<file path="src/rtl/line_edit.sv">
// line_edit: interactive line editor between a UART receiver and transmitter.
// Printable bytes are stored and echoed, backspace/DEL erase the last byte,
// CR completes the line and holds it for a consumer until line_ack.
//
// state | meaning
// IDLE  | waiting for a received byte
// ECHO  | 1-3 echo bytes queued toward the transmitter
// HOLD  | completed line held, line_valid=1, buffer frozen
//
// Ports:
//   clk, rst            clock, synchronous active-high reset
//   rx_data/rx_rdy      received byte and its one-cycle strobe
//   rx_break            break from receiver: abandons the line and any echo
//   tx_data/tx_wr       echo byte and write request; transfer when !tx_busy
//   tx_busy             transmitter busy
//   line_valid          a completed line is held
//   line_len            number of stored bytes
//   line_ack            consumer releases the held line
//   rd_addr/rd_data     buffer read port, one cycle latency
//   overrun             sticky: a byte arrived while not in IDLE
module line_edit #(
  parameter int LINE_LEN = 32
) (
  input  logic       clk,
  input  logic       rst,
  input  logic [7:0] rx_data,
  input  logic       rx_rdy,
  input  logic       rx_break,
  output logic [7:0] tx_data,
  output logic       tx_wr,
  input  logic       tx_busy,
  output logic       line_valid,
  output logic [7:0] line_len,
  input  logic       line_ack,
  input  logic [7:0] rd_addr,
  output logic [7:0] rd_data,
  output logic       overrun
);

  localparam int         AW   = $clog2(LINE_LEN);
  localparam logic [7:0] LEN8 = 8'(LINE_LEN);

  typedef enum logic [1:0] {IDLE, ECHO, HOLD} state_t;

  state_t      state_q, state_d;
  logic [7:0]  tx_data_q, tx_data_d;
  logic        tx_wr_q, tx_wr_d;
  logic [7:0]  rem0_q, rem0_d, rem1_q, rem1_d;
  logic [1:0]  rem_cnt_q, rem_cnt_d;
  logic        cr_q, cr_d;
  logic [7:0]  line_len_q, line_len_d;
  logic        line_valid_q, line_valid_d;
  logic        overrun_q, overrun_d;
  logic [7:0]  rd_data_q, rd_data_d;
  logic        wr_en;
  logic [7:0]  mem_q [LINE_LEN];

  always_comb begin
    state_d    = state_q;
    tx_data_d  = tx_data_q;
    tx_wr_d    = tx_wr_q;
    rem0_d     = rem0_q;
    rem1_d     = rem1_q;
    rem_cnt_d  = rem_cnt_q;
    cr_d       = cr_q;
    line_len_d = line_len_q;
    overrun_d  = overrun_q;
    wr_en      = 1'b0;
    rd_data_d  = (rd_addr < LEN8) ? mem_q[rd_addr[AW-1:0]] : 8'h00;

    if (rx_break) begin
      state_d    = IDLE;
      tx_wr_d    = 1'b0;
      rem_cnt_d  = 2'd0;
      cr_d       = 1'b0;
      line_len_d = 8'd0;
    end else begin
      case (state_q)
        IDLE: begin
          if (rx_rdy) begin
            // tx_data_d/rem/cnt loaded per byte class; any echo moves to ECHO
            if (rx_data >= 8'h20 && rx_data <= 8'h7E) begin
              if (line_len_q < LEN8) begin
                wr_en      = 1'b1;
                line_len_d = line_len_q + 8'd1;
                tx_data_d  = rx_data;
              end else begin
                tx_data_d  = 8'h07;
              end
              rem_cnt_d = 2'd0;
              tx_wr_d   = 1'b1;
              state_d   = ECHO;
            end else if (rx_data == 8'h08 || rx_data == 8'h7F) begin
              if (line_len_q != 8'd0) begin
                line_len_d = line_len_q - 8'd1;
                tx_data_d  = 8'h08;
                rem0_d     = 8'h20;
                rem1_d     = 8'h08;
                rem_cnt_d  = 2'd2;
              end else begin
                tx_data_d  = 8'h07;
                rem_cnt_d  = 2'd0;
              end
              tx_wr_d = 1'b1;
              state_d = ECHO;
            end else if (rx_data == 8'h0D) begin
              tx_data_d = 8'h0D;
              rem0_d    = 8'h0A;
              rem_cnt_d = 2'd1;
              cr_d      = 1'b1;
              tx_wr_d   = 1'b1;
              state_d   = ECHO;
            end
          end
        end
        ECHO: begin
          if (rx_rdy) overrun_d = 1'b1;
          if (!tx_busy) begin
            if (rem_cnt_q != 2'd0) begin
              tx_data_d = rem0_q;
              rem0_d    = rem1_q;
              rem_cnt_d = rem_cnt_q - 2'd1;
            end else begin
              tx_wr_d = 1'b0;
              cr_d    = 1'b0;
              state_d = cr_q ? HOLD : IDLE;
            end
          end
        end
        HOLD: begin
          if (rx_rdy) overrun_d = 1'b1;
          if (line_ack) begin
            state_d    = IDLE;
            line_len_d = 8'd0;
            // a byte arriving on the release cycle was still dropped
            overrun_d  = rx_rdy;
          end
        end
        default: state_d = IDLE;
      endcase
    end

    line_valid_d = (state_d == HOLD);
  end

  always_ff @(posedge clk) begin
    if (rst) begin
      state_q      <= IDLE;
      tx_data_q    <= 8'h00;
      tx_wr_q      <= 1'b0;
      rem0_q       <= 8'h00;
      rem1_q       <= 8'h00;
      rem_cnt_q    <= 2'd0;
      cr_q         <= 1'b0;
      line_len_q   <= 8'd0;
      line_valid_q <= 1'b0;
      overrun_q    <= 1'b0;
      rd_data_q    <= 8'h00;
    end else begin
      state_q      <= state_d;
      tx_data_q    <= tx_data_d;
      tx_wr_q      <= tx_wr_d;
      rem0_q       <= rem0_d;
      rem1_q       <= rem1_d;
      rem_cnt_q    <= rem_cnt_d;
      cr_q         <= cr_d;
      line_len_q   <= line_len_d;
      line_valid_q <= line_valid_d;
      overrun_q    <= overrun_d;
      rd_data_q    <= rd_data_d;
    end
  end

  // Buffer storage is not reset; only line_len defines valid contents.
  always_ff @(posedge clk) begin
    if (!rst && wr_en) mem_q[line_len_q[AW-1:0]] <= rx_data;
  end

  assign tx_data    = tx_data_q;
  assign tx_wr      = tx_wr_q;
  assign line_valid = line_valid_q;
  assign line_len   = line_len_q;
  assign overrun    = overrun_q;
  assign rd_data    = rd_data_q;

endmodule

</file>
<file path="config.mk">
export PLATFORM = sky130hd
export DESIGN_NAME = line_edit
export DESIGN_NICKNAME = d
export VERILOG_FILES = /design/src/rtl/line_edit.sv
export SDC_FILE = /design/constraint.sdc
export NUM_CORES = 1
export LEC_CHECK = 0
export ABC_AREA = 1
export CAP_MARGIN = 20
export CELL_PAD_IN_SITES_DETAIL_PLACEMENT = 0
export CELL_PAD_IN_SITES_GLOBAL_PLACEMENT = 1
export CORE_ASPECT_RATIO = 1.75
export CORE_MARGIN = 1.5
export CORE_UTILIZATION = 45
export CTS_CLUSTER_SIZE = 40
export DETAILED_ROUTE_END_ITERATION = 6
export PLACE_DENSITY_LB_ADDON = 0.25
export SYNTH_ARGS = -nofsm -noshare
export SYNTH_HDL_FRONTEND = slang
export SYNTH_SLANG_ARGS = --single-unit
</file>
<file path="constraint.sdc">
create_clock -name clk -period 6.6 [get_ports clk]
set_clock_uncertainty 0.15 [all_clocks]
set_input_delay 1.65 -clock clk [delete_from_list [all_inputs] [get_ports clk]]
set_output_delay 1.65 -clock clk [all_outputs]
set_load 0.01 [all_outputs]
</file>
Word-level counts from Yosys, hierarchy flattened:

Memory sizes are Yosys's and may differ from the RTL's. A register that Yosys moved wholly into a read port is not among the register bits.
Index checks and enable logic that the tools add are counted.

* register bits after elaboration: 33
* bits in latches: 0
* bits in writable memories: 256
* bits in read-only memories: 0
* bits of input ports: 22
* output and inout port bits: 27
* logic and storage cells: 124
* memories: 1

Memories
* mem_q: words 32, width 8, rd ports 1, clocked after memory_dff 1, wr ports 1, RTL line 56 `logic [7:0] mem_q [LINE_LEN];`

* $add $sub $neg: 3
* $mul: 0
* div/mod/pow operators: 0
* $lt $le $gt $ge: 4
* equality and inequality tests: 20
* shift operators: 0
* muxes and demuxes: 63
* bitwise gates (word level): 3
* reductions and logical operators: 20

Operators by type and width (number)
* 2-to-1 mux 8 bit: 20
* case mux 8 bit (2 select lines): 3
* 2-to-1 mux 2 bit: 16
* 2-to-1 mux 1 bit: 18
* AND reduction 6 bit: 3
* == test 8 x 4 -> 1 bit (second input constant): 2
* less-than comparator 8 x 6 -> 1 bit (second input constant): 2
* inequality test 2 bit (second input constant): 8
* inequality test 3 bit (second input constant): 5
* AND reduction 5 bit: 2
* adder 8 x 1 -> 8 bit (second input constant): 1
* == test 8 x 7 -> 1 bit (second input constant): 1
* greater-or-equal comparator 8 x 6 -> 1 bit (second input constant): 1
* <= comparator 8 x 7 -> 1 bit (second input constant): 1
* AND reduction 8 bit: 1
* nonzero test 2 bit: 4
* nonzero test 8 bit: 1
* subtractor 8 x 1 -> 8 bit (second input constant): 1
* AND reduction 7 bit: 1
* case mux 1 bit (2 select lines): 3
* case mux 2 bit (3 select lines): 1
* == test 2 bit (second input constant): 2
* 2-to-1 mux 4 bit: 1
* inequality test 4 bit (second input constant): 1
* other kinds (10): 14

Logic depth before layout (Yosys ltp):

* word-level depth: 9
* gate-level depth with buffers: 16
* depth with buffers taken out: 16

Worst setup path before layout:

Ideal clock, no wire load.

* path kind: input -> register
* start: input rx_data[3]
* end: memory mem_q[24][0] (enable)
* library setup time: 370 ps
* arrival time: 2879 ps
* data required time: 6080 ps
* slack: 3200 ps
* stages on the path: 7
* path buffers: 0
* cell sequence: nand2_1 -> nor2_2 -> a21oi_1 -> nand3_1 -> nor2_1 -> nand3_1 -> nor2_1

* word-level cells in the longest chain between the ends: 9
* elaborated cells on any way between the ends: 10
* classes of those cells: 2 x order compare; 6 x mux; 2 x reduce/logical

Ends and longest elaborated chain
* from (decl): RTL line 26 `input logic [7:0] rx_data,`
* greater-or-equal comparator 8 x 6 -> 1 bit or <= comparator 8 x 7 -> 1 bit (tied branches): RTL line 82 `if (rx_data >= 8'h20 && rx_data <= 8'h7E) begin`
* logical AND 1 bit (*): RTL line 82
* 2-to-1 mux 1 bit (*): RTL line 82
* 2-to-1 mux 1 bit (*): RTL line 80 `if (rx_rdy) begin`
* 2-to-1 mux 1 bit (*): RTL line 78 `case (state_q)`
* 2-to-1 mux 1 bit (*): RTL line 71 `if (rx_break) begin`
* logical AND 1 bit (*): RTL line 176 `if (!rst && wr_en) mem_q[line_len_q[AW-1:0]] <= rx_data;`
* 2-to-1 mux 1 bit (*): RTL line 176
* 2-to-1 mux 1 bit (not written as such) (*): RTL line 176
* to (decl): RTL line 56

Every way passes the cells marked *; elsewhere a longest branch is shown, timed or not.

Worst setup path in the final report:

* start: input rx_data[6]
* end: memory mem_q[5][4] (enable)

Same word-level chain as after synthesis.

==> results by group <==
Run status
  – Status: finished, final reports clean

Die
  – Initial Util: 0.456
  – Die Footprint: 29,200 um^2
  – Chip width: 130 um
  – Rows: 81
  – Core region area: 27,800 um^2
  – IO Count: 49
  – Die H: 225 um

Detailed routing
  – DR DRC count: 0
  – ANT nets after route: 0
  – Routed WL: 33,500 um
  – DR pass1 iterations: 5
  – DRT iter0 DRCs: 650
  – Vias per cell: 5.30
  – Vias post-DR: 8,723
  – DR WL/cell: 20.3 um

Global routing
  – Largest net degree at the start of global routing: 70
  – GRT Overall Usage: 0.236
  – Antenna violations before repair: 0
  – Gr ovfl total: 0
  – Vias in the first global route: 8,678
  – First-pass GRT wire length: 50,200 um

Placement
  – Detailed Place HPWL: 23,000 um
  – Routability congestion estimate: 0.909
  – PortBufs: 48

Clock network
  – CTS Sinks: 292
  – Clock latency on the worst-skew pair: 0.55 ns
  – Post-CTS setup buffers: 0
  – Num CTS Buffers: 25
  – CTS max path bufs: 3
  – Root Buffer: clkbuf_16
  – PostCTS Resize Cnt: 0
  – H-tree depth: 1
  – Worst-path clk slew: 0.07 ns
  – CTS tree: done
  – Cts hold-fix bufs: 0

Critical path
  – Register-to-Register Path Depth: 6
  – Crit Path Class: primary input to flip-flop
  – WP buf/inv: 1
  – Worst path max stage delay: 0.84 ns
  – Worst-path cell chain: clkdlybuf4s50_1 > o21ai_2 > a21oi_1 > nand3_1 > nor2_2 > nand3_1 > nor2_1
  – Worst endpoint required time: 6.62 ns
  – Setup slack, reg-to-reg: 3.85 ns
  – Crit path DAT: 4.30 ns
  – Startpoint Class: primary input
  – Worst flop-to-flop path startpoint: state_q[0]$_SDFF_PP0_
  – Delay-heaviest family, CP: simple AND/OR/NAND/NOR gates
  – Worst reg2reg path endpoint: mem_q[5][4]$_DFFE_PP_
  – Crit-path most repeated cell: nand3_1
  – Worst setup EP type: flip-flop
  – Crit path max fanout: 15
  – Critical-path top delay cell: clkdlybuf4s50_1

Cells and area
  – Nets: 1,289
  – Antenna Cells: 0
  – Layout cells sized above 1: 0.0668
  – # fillers: 2,577
  – Most common cell after layout, fill and taps aside: nand2_1
  – Most frequent cells in the layout: 299 x nand2_1, 256 x edfxtp_1, 172 x nor2_1
  – Area growth, synth to finish: 12.7%

Min path
  – Hold Path Sink: rem0_q[1]$_SDFFE_PP0P_
  – Hold path cells: 2
  – Hold wc startpoint: rem0_q[1]$_SDFFE_PP0P_
  – Tightest Hold Check Type: flip-flop to flip-flop

STA
  – Final setup vio count: 0
  – Tightest Pin Transition: 0.885 ns
  – Hold Vio Cnt, Final: 0
  – Setup TNS: 0 ns
  – RSZ-0062 raised after global routing: false
  – Slew Limit Fails: 0
  – Slew headroom: 0.404
  – Final Critical Period: 4.28 ns
  – Fmax: 234 MHz
  – Tcrit/Tclk final: 0.648

Flow run
  – Max Cap Viol: 0

Power
  – Leakage: 5.15 nW
  – VDD IR max: 0.000223 V
  – Power, Total: 0.00378 W
  – Pwr/cell area: 265 nW/um^2

Logic synthesis
  – Synth unique cells: 37
  – Mapped Area: 12,700 um^2
  – Predominant post-synthesis flop cell: edfxtp_1
  – Syn Area/Cell: 10.4 um^2
  – Syn Nets: 1,254
  – Mapped Cells: 1,220
  – Async set or reset register ratio after synthesis: 0
  – Seq cells post-synth: 292
  – Syn. warnings: 0
  – Post-synth EDFFs: 256
  – Sequential-to-total area share from yosys stat: 0.664
-- where the power goes --
| group | switching, W | internal, W | leakage [nW] |
|---|---|---|---|
| sequential | 0.00000536 | 0.00201 | 2.59 |
| clock | 0.000643 | 0.000820 | 0.390 |
| combinational | 0.000213 | 0.0000867 | 2.17 |
| total | 0.000861 | 0.00292 | 5.15 |
-- layout make-up --
| cell class | count | area [um^2] | area share |
|---|---|---|---|
| multi-input combinational | 811 | 3760 | 0.264 |
| tap | 373 | 467 | 0.0327 |
| clock inverter | 15 | 163 | 0.0114 |
| clock buffer | 30 | 644 | 0.0451 |
| inverter | 59 | 223 | 0.0156 |
| sequential | 292 | 8410 | 0.589 |
| timing repair buffer | 66 | 606 | 0.0424 |
-- cells in the mapped netlist, drive strengths merged (2+ instances only) --
cell    number  area (um^2)
nand2      307         1180
edfxtp     256         7690
nor2       181          722
nand3      115          606
o21ai       72          364
a21oi       68          340
inv         58          218
dfxtp       36          721
buf         32          169
clkbuf      26         97.6
o22ai       16          100
o31ai       16          120
ha          11          138
nand4       10         77.6
nor3         5         30.0
or2          3         18.8
xnor2        2         17.5
-- metal layers --
metal | share of wire | GRT usage | vias up
met5 | 0 | 0 | -
met4 | 0.048 | 0.118 | 0
met3 | 0.040 | 0.0204 | 75
met2 | 0.55 | 0.446 | 210
met1 | 0.36 | 0.260 | 4170
li1 | - | - | 4268
-- worst max path at each step --
stage               startpoint                     end  slack, ns  cells after the start
floorplan           rx_data[3]  mem_q[24][0]$_DFFE_PP_       3.20                      7
global placement    rx_data[6]  mem_q[31][3]$_DFFE_PP_       1.77                      7
detailed placement  rx_data[6]  mem_q[31][1]$_DFFE_PP_       1.73                      7
CTS                 rx_data[6]  mem_q[31][7]$_DFFE_PP_       2.30                      7
global route        rx_data[6]  mem_q[31][7]$_DFFE_PP_       2.05                      7
finish              rx_data[6]   mem_q[5][4]$_DFFE_PP_       2.32                      7
-- cells by family after synthesis --
logic type / Yosys count / synth area share
xor+xnor: 2 / 0.00138
compound gates: 174 / 0.0746
simple gates: 623 / 0.209
flops: 292 / 0.664
buf+inv: 117 / 0.0385
fa+ha+maj: 12 / 0.0125
-- per-stage QoR --
step	worst slack [ns]	cells	utilization	instance area [um^2]	hold WS (ns)
after floorplan	3.20	1220	-	12700	0.271
after global placement	1.77	1600	0.485	13500	0.280
after detailed placement	1.73	1601	0.485	13500	0.290
after CTS	2.30	1646	0.514	14300	0.301
after global routing	2.05	1646	0.514	14300	0.313
final	2.32	1646	0.514	14300	0.301
-- registers in the layout, summed over array words and instances (netlist names), 2 cells and up --
| register | flops |
|---|---|
| rd_data | 8 |
| tx_data | 8 |
| rem0_q | 3 |
| rem_cnt_q | 2 |
| mem_q | 256 |
| state_q | 2 |
| line_len | 8 |
-- worst min-delay path, cell delays in order, from the launching register on --
cell,delay (ns)
dfxtp_1,0.31
inv_1,0.05
a21oi_1,0.05
(Power assumes the default switching activity.)
